`src/rtl/clk_ratio_detector.sv`:
```
// Measures the period of a one-hot tick stream, decodes it to the divider select code and tracks lock.
// Optional CLK_RATIO_LOSS_CNT_EN adds an 8-bit saturating loss_count output.
module clk_ratio_detector #(
    parameter int CNT_W    = 8,
    parameter int LOCK_CNT = 3
) (
    input  logic             clk,
    input  logic             rst,
    input  logic             din,
    output logic [CNT_W-1:0] period,
    output logic [1:0]       sel,
    output logic             sel_valid,
    output logic             locked,
    output logic             meas_done,
    output logic             lost
`ifdef CLK_RATIO_LOSS_CNT_EN
    ,
    output logic [7:0]       loss_count
`endif
);

    localparam logic [CNT_W-1:0] CNT_MAX = '1;
    localparam logic [3:0]       LOCK_N  = 4'(LOCK_CNT);

    typedef enum logic [1:0] {IDLE, MEASURE, TRACK, LOCKED} state_t;

    state_t           state_reg;
    logic             din_q_reg;
    logic [CNT_W-1:0] cnt_reg;
    logic [CNT_W-1:0] period_reg;
    logic [3:0]       match_cnt_reg;
    logic [1:0]       sel_reg;
    logic             sel_valid_reg;
    logic             locked_reg;
    logic             meas_done_reg;
    logic             lost_reg;

    logic             edge_det;
    logic             timeout;
    logic             legal;
    logic             same_period;
    logic             lost_set;
    logic [1:0]       sel_dec;
    logic [3:0]       match_inc;

    assign edge_det    = din & ~din_q_reg;
    assign timeout     = (cnt_reg == CNT_MAX) && !edge_det;
    assign same_period = (cnt_reg == period_reg);
    assign match_inc   = (match_cnt_reg >= LOCK_N) ? LOCK_N : match_cnt_reg + 4'd1;
    assign lost_set    = (state_reg == LOCKED) && ((edge_det && !same_period) || timeout);

    // The measured period is the counter value at the edge; map it to the divider select code.
    always_comb begin
        legal   = 1'b1;
        sel_dec = 2'b00;
        case (cnt_reg)
            CNT_W'(2): sel_dec = 2'b01;
            CNT_W'(3): sel_dec = 2'b00;
            CNT_W'(4): sel_dec = 2'b10;
            CNT_W'(8): sel_dec = 2'b11;
            default:   legal   = 1'b0;
        endcase
    end

    always_ff @(posedge clk) begin
        if (rst) begin
            state_reg     <= IDLE;
            din_q_reg     <= 1'b1;
            cnt_reg       <= '0;
            period_reg    <= '0;
            match_cnt_reg <= 4'd0;
            sel_reg       <= 2'b00;
            sel_valid_reg <= 1'b0;
            locked_reg    <= 1'b0;
            meas_done_reg <= 1'b0;
            lost_reg      <= 1'b0;
        end else begin
            din_q_reg     <= din;
            meas_done_reg <= 1'b0;
            lost_reg      <= lost_set;

            if (edge_det)
                cnt_reg <= CNT_W'(1);
            else if (cnt_reg != CNT_MAX)
                cnt_reg <= cnt_reg + 1'b1;

            if (edge_det && state_reg != IDLE) begin
                period_reg    <= cnt_reg;
                sel_reg       <= sel_dec;
                sel_valid_reg <= legal;
                meas_done_reg <= 1'b1;
            end

            case (state_reg)
                IDLE: begin
                    if (edge_det)
                        state_reg <= MEASURE;
                end
                MEASURE: begin
                    if (edge_det) begin
                        if (legal) begin
                            match_cnt_reg <= 4'd1;
                            if (LOCK_N == 4'd1) begin
                                state_reg  <= LOCKED;
                                locked_reg <= 1'b1;
                            end else begin
                                state_reg <= TRACK;
                            end
                        end
                    end else if (timeout) begin
                        state_reg     <= IDLE;
                        match_cnt_reg <= 4'd0;
                    end
                end
                TRACK: begin
                    if (edge_det) begin
                        if (!legal) begin
                            state_reg     <= MEASURE;
                            match_cnt_reg <= 4'd0;
                        end else if (same_period) begin
                            match_cnt_reg <= match_inc;
                            if (match_inc == LOCK_N) begin
                                state_reg  <= LOCKED;
                                locked_reg <= 1'b1;
                            end
                        end else begin
                            match_cnt_reg <= 4'd1;
                        end
                    end else if (timeout) begin
                        state_reg     <= IDLE;
                        match_cnt_reg <= 4'd0;
                    end
                end
                LOCKED: begin
                    if (edge_det && !same_period) begin
                        locked_reg <= 1'b0;
                        if (legal) begin
                            state_reg     <= TRACK;
                            match_cnt_reg <= 4'd1;
                        end else begin
                            state_reg     <= MEASURE;
                            match_cnt_reg <= 4'd0;
                        end
                    end else if (timeout) begin
                        locked_reg    <= 1'b0;
                        state_reg     <= IDLE;
                        match_cnt_reg <= 4'd0;
                    end
                end
                default: state_reg <= IDLE;
            endcase
        end
    end

`ifdef CLK_RATIO_LOSS_CNT_EN
    logic [7:0] loss_cnt_reg;

    always_ff @(posedge clk) begin
        if (rst)
            loss_cnt_reg <= 8'd0;
        else if (lost_set && loss_cnt_reg != 8'hFF)
            loss_cnt_reg <= loss_cnt_reg + 8'd1;
    end

    assign loss_count = loss_cnt_reg;
`endif

    assign period    = period_reg;
    assign sel       = sel_reg;
    assign sel_valid = sel_valid_reg;
    assign locked    = locked_reg;
    assign meas_done = meas_done_reg;
    assign lost      = lost_reg;

endmodule

```
`config.mk`:
```
export PLATFORM = sky130hd
export DESIGN_NAME = clk_ratio_detector
export DESIGN_NICKNAME = d
export VERILOG_FILES = /design/src/rtl/clk_ratio_detector.sv
export SDC_FILE = /design/constraint.sdc
export NUM_CORES = 1
export LEC_CHECK = 0
export BUFFER_PORTS_ARGS = -buffer_cell sky130_fd_sc_hd__buf_4
export CAP_MARGIN = 30
export CELL_PAD_IN_SITES_DETAIL_PLACEMENT = 1
export CELL_PAD_IN_SITES_GLOBAL_PLACEMENT = 1
export CORE_MARGIN = 10
export CORE_UTILIZATION = 46
export CTS_CLUSTER_SIZE = 28
export DETAILED_ROUTE_END_ITERATION = 16
export GPL_TIMING_DRIVEN = 0
export PLACE_DENSITY_LB_ADDON = 0.1
export SLEW_MARGIN = 20
export SYNTH_ARGS = -nofsm -noshare
export SYNTH_HDL_FRONTEND = slang
export SYNTH_SLANG_ARGS = --single-unit
```
`constraint.sdc`:
```
create_clock -name clk -period 4.27 [get_ports clk]
set_input_delay 0.6405 -clock clk [delete_from_list [all_inputs] [get_ports clk]]
set_output_delay 0.6405 -clock clk [all_outputs]
set_load 0.005 [all_outputs]
```
==> results of run 1 <==
-- per-layer routing --
metal,track usage,up-vias,wire length [um]
li1,-,696,-
met1,0.179,684,1970
met2,0.207,26,1930
met3,0.0565,9,174
met4,0.0693,0,74
met5,0,-,0
-- placed cells by master (no fill, tap or decap), drive strengths merged, types with 3 or more instances in the layout --
master  instances
nand2          27
a21oi          18
a22oi           3
nand3           4
clkbuf         15
a31oi           6
dfxtp          29
buf            20
inv             5
nand4           5
o21ai           7
nand2b          4
ha              4
xnor2          10
nor3            4
nor2           22
-- worst max-delay path by stage --
stage / slack (ns) / cells after the start / endpoint
floorplan: 2.33 / 7 / match_cnt_reg[1]$_SDFFE_PP0P_
finish: 1.95 / 7 / state_reg[0]$_SDFFE_PP0P_
global route: 1.72 / 7 / state_reg[0]$_SDFFE_PP0P_
global placement: 2.13 / 7 / state_reg[0]$_SDFFE_PP0P_
detailed placement: 2.05 / 7 / state_reg[0]$_SDFFE_PP0P_
CTS: 2.00 / 7 / state_reg[0]$_SDFFE_PP0P_
-- worst max-delay path, delay by kind of cell, from the launching register on --
| kind | cells | cell delay, ns |
|---|---|---|
| flip-flops | 1 | 0.52 |
| AO/OA/AOI/OAI | 3 | 0.88 |
| AND/OR/NAND/NOR | 3 | 0.47 |
| adder cells (fa/ha/maj) | 1 | 0.30 |
-- power groups by stage --
stage	clock network (mW)	registers [mW]	logic (mW)
finish	0.170	0.279	0.0538
detailed placement	0	0.285	0.0531
global placement	0	0.285	0.0516
floorplan	0	0.284	0.0390
CTS	0.175	0.279	0.0538
global route	0.188	0.280	0.0609
-- logic make-up after synthesis --
logic type | Yosys count | share of synthesized area
simple gates | 77 | 0.237
flops | 29 | 0.382
mux | 1 | 0.00659
compound gates | 48 | 0.223
buf+inv | 17 | 0.0486
xor+xnor | 12 | 0.0692
fa+ha+maj | 4 | 0.0330
-- through the flow --
stage | hold WS (ns) | worst slack (ns) | total power, mW | std cells | cell area (sq um)
2_1_floorplan | 0.431 | 2.33 | 0.323 | 188 | 1520
3_3_place_gp | 0.445 | 2.13 | 0.336 | 248 | 1690
3_5_place_dp | 0.455 | 2.05 | 0.338 | 248 | 1690
4_1_cts | 0.481 | 2.00 | 0.507 | 255 | 1750
5_1_grt | 0.496 | 1.72 | 0.529 | 255 | 1750
6_report | 0.474 | 1.95 | 0.502 | 255 | 1750
-- layout make-up --
type / instances / area share
Inverter: 5 / 0.0107
Multi-Input combinational cell: 142 / 0.494
Buffer: 12 / 0.0315
Sequential cell: 29 / 0.332
Tap cell: 44 / 0.0315
Clock buffer: 7 / 0.0315
Timing Repair Buffer: 16 / 0.0687
==> impl_metrics.yaml, run 1 <==
run_status:
  status: "completed"
synthesis:
  synth_top_area_share: 0.382
  syn_nets: 195
  synth.avg_cell_area_sq_um: 8.08
  synth-warning-count: 0
  synth_ff_type: "dfxtp_1"
  syn_inst: 188
  synth_top_cells_by_count: "dfxtp_1 (29), nand2_1 (27), nor2_1 (20)"
  yosysSeqAreaShare: 0.382
  synth-edff-count: 0
  synth_largest_area_cell: "dfxtp_1"
  syn_area_sq_um: 1520
  synth_seq_cells: 29
  async_reset_ff_frac: 0
  synth_most_common_cell: "dfxtp_1"
  yosys-top-cells-area: "dfxtp_1 (38%), nand2_1 (6.7%), a21oi_1 (5.9%)"
  ys_types: 42
clocking:
  max-clock-path-buffers: 2
  cts_made_buffers: 5
  cts_resized: 0
  path_clk_slew_ns: 0.09
  clock_sinks: 29
  postCtsSetupBuffers: 0
  cts_hold_buffers: 0
  insertion_delay_ns: 0.33
  cts_max_level: 2
  root_buffer: "clkbuf_4"
  tritoncts: "done"
timing:
  tightest_slew_ns: 0.770
  maxSlewViolCount: 0
  relSlewSlack: 0.483
  hold_viol_final: 0
  rsz0062_at_grt: "false"
  finalSetupViolCount: 0
  finClkSkew_ns: 0.00664
  setup-tns-final_ns: 0
  fmax_ghz: 0.432
  period_share: 0.543
  fin_crit_ns: 2.32
route:
  drc: 0
  vias: 1415
  routed_wl_um: 4150
  dr.pass1.iters: 4
  wl_per_cell_um: 16.3
  drt-initial-drc-count: 90
  viasPerCell: 5.55
  final_antenna_net_count: 0
worst_setup_path:
  cpPeakStageDelay_ns: 0.54
  crit_slowest_cell: "o21ai_0"
  crit_type: "flop to flop"
  cp_max_fo: 8
  crit_chain: "ha_1, nand4_1, o21ai_0, nand2_1, a31oi_1, o21a_1, nor3_1"
  cp.required_ns: 4.46
  cp.arrival_ns: 2.51
  end_kind: "flop"
  crit_path_start: "cnt_reg[1]$_SDFFE_PP0P_"
  rr_worst_depth: 7
  rr_startpoint: "cnt_reg[1]$_SDFFE_PP0P_"
  worstReg2RegEnd: "state_reg[0]$_SDFFE_PP0P_"
  r2r_slack_ns: 1.95
  cp-start-kind: "flop"
place:
  dp.final_hpwl_um: 3120
  gp_congestion: 0.893
  numPortBuffers: 16
finish:
  areaGrowthSynthToFinish_pct: 15.2
  drive_gt1_frac: 0.175
  fillers: 410
  antennaDiodeCount: 0
  final_core_util: 0.564
  ff_latch_area_sq_um: 581
  multi_input_area_sq_um: 865
  fin_nets: 218
hold_path:
  whs_endpoint: "match_cnt_reg[2]$_SDFFE_PP0P_"
  whs_path_depth: 1
  min_from: "match_cnt_reg[2]$_SDFFE_PP0P_"
  min_path_type: "flop to flop"
power_and_ir_drop:
  p_comb_frac: 0.107
  power_density_nw_per_um2: 287
  seqPwrFrac: 0.555
  clockPowerShare: 0.338
  p_int_mw: 0.370
  ir_worst_vdd_mv: 0.226
  p_sw_mw: 0.132
  p_leak_nw: 0.646
  swShare: 0.263
global_route:
  grt_pass1_wl_um: 7090
  antenna_found_initial: 0
  grt_overflow: 0
  grtUsageTotal: 0.143
  first_global_vias: 1423
  grt_max_degree: 11
run:
  drv_cap: 0
floorplan:
  die_h_um: 77.5
  ios: 17
  die_w_um: 77.5
  core_area_sq_um: 3100
  initial_core_util: 0.490
  fp.dieArea_sq_um: 6000
  rows: 20
Power figures use the tool's default switching activity.
==> inputs of run 2 (changes only) <==
Settings changed: CORE_UTILIZATION 46 to 38.
Clock period 4.27 ns to 2 ns, I/O delays scaled along.
==> run 2 against run 1 <==
  * Sequential share of layout area down 1.9 points
  * Worst setup slack worse by 1.9 ns
  * Clock power rose to 3.1 times the previous value
  * Utilization down 6.2 points
  * Critical endpoint is now match_cnt_reg[1]$_SDFFE_PP0P_
==> impl_metrics.yaml, run 2 (same netlist as run 1, synthesis figures left out) <==
finish:
  stdcell_area_sq_um: 1890
  areaGrowthSynthToFinish_pct: 24.6
  layout_commonest_cell: "nand2_1"
  antennaDiodeCount: 0
  fin_nets: 221
  final_cell_mix: "nand2_1 (26), dfxtp_1 (24), buf_4 (22)"
  drive_gt1_frac: 0.279
  fillers: 448
route:
  viasPerCell: 5.32
  drc: 0
  wl_per_cell_um: 16.1
  dr.pass1.iters: 4
  final_antenna_net_count: 0
  routed_wl_um: 4240
  drt-initial-drc-count: 83
  vias: 1398
power_and_ir_drop:
  power_density_nw_per_um2: 663
  p_comb_frac: 0.105
  clockPowerShare: 0.422
  total_power_mw: 1.26
  p_leak_nw: 0.713
  p_int_mw: 0.943
  seqPwrFrac: 0.473
  swShare: 0.249
  ir_worst_vdd_mv: 0.396
  p_sw_mw: 0.313
worst_setup_path:
  crit_type: "flop to flop"
  rr_worst_depth: 6
  cp-start-kind: "flop"
  cp_max_fo: 6
  r2r_slack_ns: 0.01
  cp.arrival_ns: 2.14
  worstReg2RegEnd: "match_cnt_reg[1]$_SDFFE_PP0P_"
  rr_startpoint: "cnt_reg[6]$_SDFFE_PP0P_"
  end_kind: "flop"
  cp.required_ns: 2.15
timing:
  setup_ws_ns: 0.0133
  setup-tns-final_ns: 0
  period_share: 0.993
  finClkSkew_ns: 0.00411
  hold_viol_final: 0
  tightest_slew_ns: 0.701
  finalSetupViolCount: 0
  relSlewSlack: 0.529
  rsz0062_at_grt: "true"
  holdWs_ns: 0.232
  fmax_ghz: 0.503
  fin_crit_ns: 1.99
  maxSlewViolCount: 0
place:
  dp.final_hpwl_um: 3220
  numPortBuffers: 16
  gp_congestion: 0.820
  place_area_sq_um: 1700
  place_ws_ns: -0.258
floorplan:
  core_area_sq_um: 3770
  die_w_um: 83.2
  ios: 17
  fp.dieArea_sq_um: 6930
  rows: 22
  initial_core_util: 0.403
  die_h_um: 83.2
clocking:
  path_clk_slew_ns: 0.06
  max-clock-path-buffers: 2
  cts_made_buffers: 5
  tritoncts: "done"
  insertion_delay_ns: 0.27
  root_buffer: "clkbuf_8"
  cts_max_level: 2
  clock_sinks: 29
hold_path:
  min_path_type: "input pin to flop"
  min_from: "din"
  whs_path_depth: 2
  whs_endpoint: "din_q_reg$_SDFF_PP1_"
global_route:
  grtUsageTotal: 0.126
  grt_overflow: 0
  first_global_vias: 1504
  grt_pass1_wl_um: 7480
  grt_max_degree: 11
  antenna_found_initial: 0
run_status:
  status: "completed"
run:
  drv_cap: 0
[run 2: what timing repair did]
action | in CTS | in global routing
hold buffers | 0 | 0
gates resized for setup | 11 | 11
buffers inserted | 2 | 4
setup endpoints to repair | 8 | 7
pin swaps | 5 | 10
[run 2: worst max-delay path by stage]
stage / slack [ns] / start / endpoint / cells after the start
after global placement: -0.11 / cnt_reg[2]$_SDFFE_PP0P_ / state_reg[0]$_SDFFE_PP0P_ / 7
after detailed placement: -0.26 / cnt_reg[1]$_SDFFE_PP0P_ / state_reg[0]$_SDFFE_PP0P_ / 7
after global routing: -0.08 / cnt_reg[6]$_SDFFE_PP0P_ / match_cnt_reg[1]$_SDFFE_PP0P_ / 6
after floorplan: 0.06 / cnt_reg[7]$_SDFFE_PP0P_ / match_cnt_reg[1]$_SDFFE_PP0P_ / 7
after CTS: 0.0007 / cnt_reg[6]$_SDFFE_PP0P_ / match_cnt_reg[1]$_SDFFE_PP0P_ / 6
final: 0.01 / cnt_reg[6]$_SDFFE_PP0P_ / match_cnt_reg[1]$_SDFFE_PP0P_ / 6
[run 2: worst max-delay path: stages (launching register included)]
cell,delay (ns)
dfxtp_4,0.36
or4_4,0.54
a221o_2,0.43
nand2b_4,0.18
a31o_4,0.23
nand2_2,0.07
a2bb2oi_2,0.05
[run 2: per-layer routing]
| metal | track usage | share of wire |
|---|---|---|
| met5 | 0 | 0 |
| met4 | 0.0385 | 0.0076 |
| met3 | 0.0352 | 0.028 |
| met2 | 0.219 | 0.52 |
| met1 | 0.144 | 0.45 |
[run 2: metrics by stage]
stage | util | instances
floorplan | - | 188
detailed placement | 0.451 | 252
global placement | 0.451 | 252
global route | 0.502 | 263
finish | 0.502 | 263
CTS | 0.486 | 259
[run 2: power by group through the flow]
stage	clock network (mW)	logic (mW)	registers, mW
2_1_floorplan	0	0.0833	0.605
3_3_place_gp	0	0.112	0.608
3_5_place_dp	0	0.117	0.608
4_1_cts	0.550	0.125	0.596
5_1_grt	0.587	0.147	0.595
6_report	0.530	0.132	0.594
[run 2: layout make-up]
type / count / area [sq um] / share of cell area
clock inverters: 1 / 5.00 / 0.00264
well taps: 48 / 60.1 / 0.0317
multi-input cells: 142 / 918 / 0.485
clock buffers: 7 / 96.3 / 0.0509
repair buffers: 22 / 165 / 0.0872
plain buffers: 9 / 37.5 / 0.0198
flip-flops and latches: 29 / 592 / 0.313
inverters: 5 / 18.8 / 0.00991
==> inputs of run 3 (changes only) <==
Settings changed: ABC_AREA from default to 1, CORE_UTILIZATION 38 to 37, SETUP_SLACK_MARGIN from default to 0.1.
==> run 3 against run 2 <==
  * Worst hold slack gained 0.0025 ns
  * Sequential power grew 3%
  * Critical path depth grew 5
  * Synthesized area grew 12%
  * Synthesized cell count grew 33%
  * First-iteration DRC count shrank 25%
  * Sequential share of layout area shrank 1.9 points
  * Non-clock buffer count shrank 9
  * Largest cell class unchanged
==> impl_metrics.yaml, run 3 <==
worst_setup_path:
  crit_end: "match_cnt_reg[0]$_SDFFE_PP0P_"
  cp-start-kind: "flop"
  cp_max_fo: 7
  end_kind: "flop"
  worstReg2RegEnd: "match_cnt_reg[0]$_SDFFE_PP0P_"
  rr_startpoint: "cnt_reg[3]$_SDFFE_PP0P_"
  r2r_slack_ns: 0.29
  cp.arrival_ns: 1.84
  crit_path_start: "cnt_reg[3]$_SDFFE_PP0P_"
  crit_type: "flop to flop"
  rr_worst_depth: 11
  cp.required_ns: 2.13
timing:
  maxSlewViolCount: 0
  fin_crit_ns: 1.71
  hold_viol_final: 0
  tightest_slew_ns: 0.623
  period_share: 0.854
  finClkSkew_ns: 0.00351
  rsz0062_at_grt: "false"
  fmax_ghz: 0.586
  finalSetupViolCount: 0
  relSlewSlack: 0.585
  setup-tns-final_ns: 0
hold_path:
  min_path_type: "input pin to flop"
  whs_path_depth: 3
  min_from: "din"
synthesis:
  synth_top_cells_by_count: "nand2_1 (55), inv_1 (40), dfxtp_1 (29)"
  synth_seq_cells: 29
  yosysSeqAreaShare: 0.342
  yosys-top-cells-area: "dfxtp_1 (34%), nand2_1 (12%), inv_1 (8.9%)"
  synth-edff-count: 0
  syn_inst: 250
  async_reset_ff_frac: 0
  synth_most_common_cell: "nand2_1"
  synth-warning-count: 0
  synth.avg_cell_area_sq_um: 6.78
  synth_top_area_share: 0.342
  syn_area_sq_um: 1700
  ys_types: 29
  synth_ff_type: "dfxtp_1"
  syn_nets: 257
  synth_largest_area_cell: "dfxtp_1"
power_and_ir_drop:
  clockPowerShare: 0.371
  ir_worst_vdd_mv: 0.329
  p_sw_mw: 0.357
  total_power_mw: 1.26
  p_comb_frac: 0.144
  power_density_nw_per_um2: 637
  p_int_mw: 0.906
  p_leak_nw: 0.883
  seqPwrFrac: 0.485
  swShare: 0.282
place:
  gp_congestion: 0.840
  dp.final_hpwl_um: 3420
  numPortBuffers: 16
finish:
  areaGrowthSynthToFinish_pct: 17.0
  layout_commonest_cell: "nand2_1"
  final_cell_mix: "nand2_1 (55), inv_1 (40), dfxtp_1 (27)"
  drive_gt1_frac: 0.204
  fin_nets: 280
  fillers: 596
  antennaDiodeCount: 0
  final_core_util: 0.452
  multi_input_area_sq_um: 930
  ff_latch_area_sq_um: 583
global_route:
  grt_pass1_wl_um: 7660
  grt_overflow: 0
  antenna_found_initial: 0
  grt_max_degree: 11
  first_global_vias: 1628
  grtUsageTotal: 0.123
route:
  viasPerCell: 4.88
  final_antenna_net_count: 0
  drc: 0
  drt-initial-drc-count: 62
  dr.pass1.iters: 4
  routed_wl_um: 4390
  vias: 1590
  wl_per_cell_um: 13.5
floorplan:
  ios: 17
  fp.dieArea_sq_um: 7690
  initial_core_util: 0.387
  die_h_um: 87.7
  core_area_sq_um: 4380
  die_w_um: 87.7
  rows: 24
clocking:
  cts_max_level: 2
  cts_made_buffers: 5
  insertion_delay_ns: 0.28
  clock_sinks: 29
  tritoncts: "done"
  root_buffer: "clkbuf_8"
  max-clock-path-buffers: 2
  postCtsSetupBuffers: 0
  path_clk_slew_ns: 0.06
run_status:
  status: "completed"
run:
  drv_cap: 0
-- run 3: cell types whose count changed after synthesis, sizes merged, moves of 3 or more --
cell / delta
a21oi: +8
a22oi: -3
a31oi: -3
clkbuf: -5
inv: +39
nand2: +35
nand2b: -4
nand3: +5
nand4: -3
nor2: +8
o21ai: +15
xnor2: -9
-- run 3: how the worst min path moves through the flow --
stage,to,slack (ns)
after floorplan,match_cnt_reg[3]$_SDFFE_PP0P_,0.42
after CTS,din_q_reg$_SDFF_PP1_,0.23
after detailed placement,match_cnt_reg[3]$_SDFFE_PP0P_,0.44
after global routing,din_q_reg$_SDFF_PP1_,0.26
final,din_q_reg$_SDFF_PP1_,0.23
after global placement,match_cnt_reg[3]$_SDFFE_PP0P_,0.43
-- run 3: cells by family after synthesis --
group	Yosys count	synth area share
XOR/XNOR	1	0.00517
buffers and inverters	50	0.120
adder cells (fa/ha/maj)	4	0.0295
flip-flops	29	0.342
AND/OR/NAND/NOR	111	0.311
AO/OA/AOI/OAI	55	0.191
-- run 3: per-stage QoR --
stage	worst slack (ns)	hold WS, ns	instances	cell area [sq um]
after global placement	0.202	0.432	318	1880
after global routing	0.106	0.261	326	1980
after CTS	0.166	0.232	326	1960
after floorplan	0.442	0.422	250	1700
final	0.293	0.234	326	1980
after detailed placement	0.173	0.436	318	1880
-- run 3: repair_timing --
item	CTS	global route
resized for setup	0	7
setup endpoints to repair	0	8
hold buffers	0	0
-- run 3: power by group through the flow --
stage | clock (mW) | sequential (mW) | combinational (mW)
4_1_cts | 0.485 | 0.612 | 0.182
2_1_floorplan | 0 | 0.621 | 0.131
3_5_place_dp | 0 | 0.625 | 0.181
3_3_place_gp | 0 | 0.624 | 0.176
6_report | 0.468 | 0.613 | 0.182
5_1_grt | 0.512 | 0.616 | 0.211
-- run 3: final cells by class --
type	instances	share of cell area
Clock buffer	8	0.0404
Timing Repair Buffer	16	0.0606
Sequential cell	29	0.294
Multi-Input combinational cell	171	0.469
Buffer	6	0.0202
Tap cell	52	0.0328
Inverter	44	0.0833
-- run 3: critical path, stage by stage, from the launching register on --
cell and delay (ns):
dfxtp_1 0.50, nand2_2 0.13, nor2_4 0.19, nand2_2 0.10
nor2_4 0.14, nand2_1 0.10, nand2_1 0.08, inv_1 0.04
nor2_1 0.09, nand2_1 0.06, nand2_1 0.07, a21oi_1 0.06
-- run 3: routing by layer --
layer	up-vias	wire [um]	track usage
li1	841	-	-
met5	-	0	0
met2	20	1860	0.181
met4	0	45	0.0304
met3	5	198	0.0390
met1	724	2290	0.168
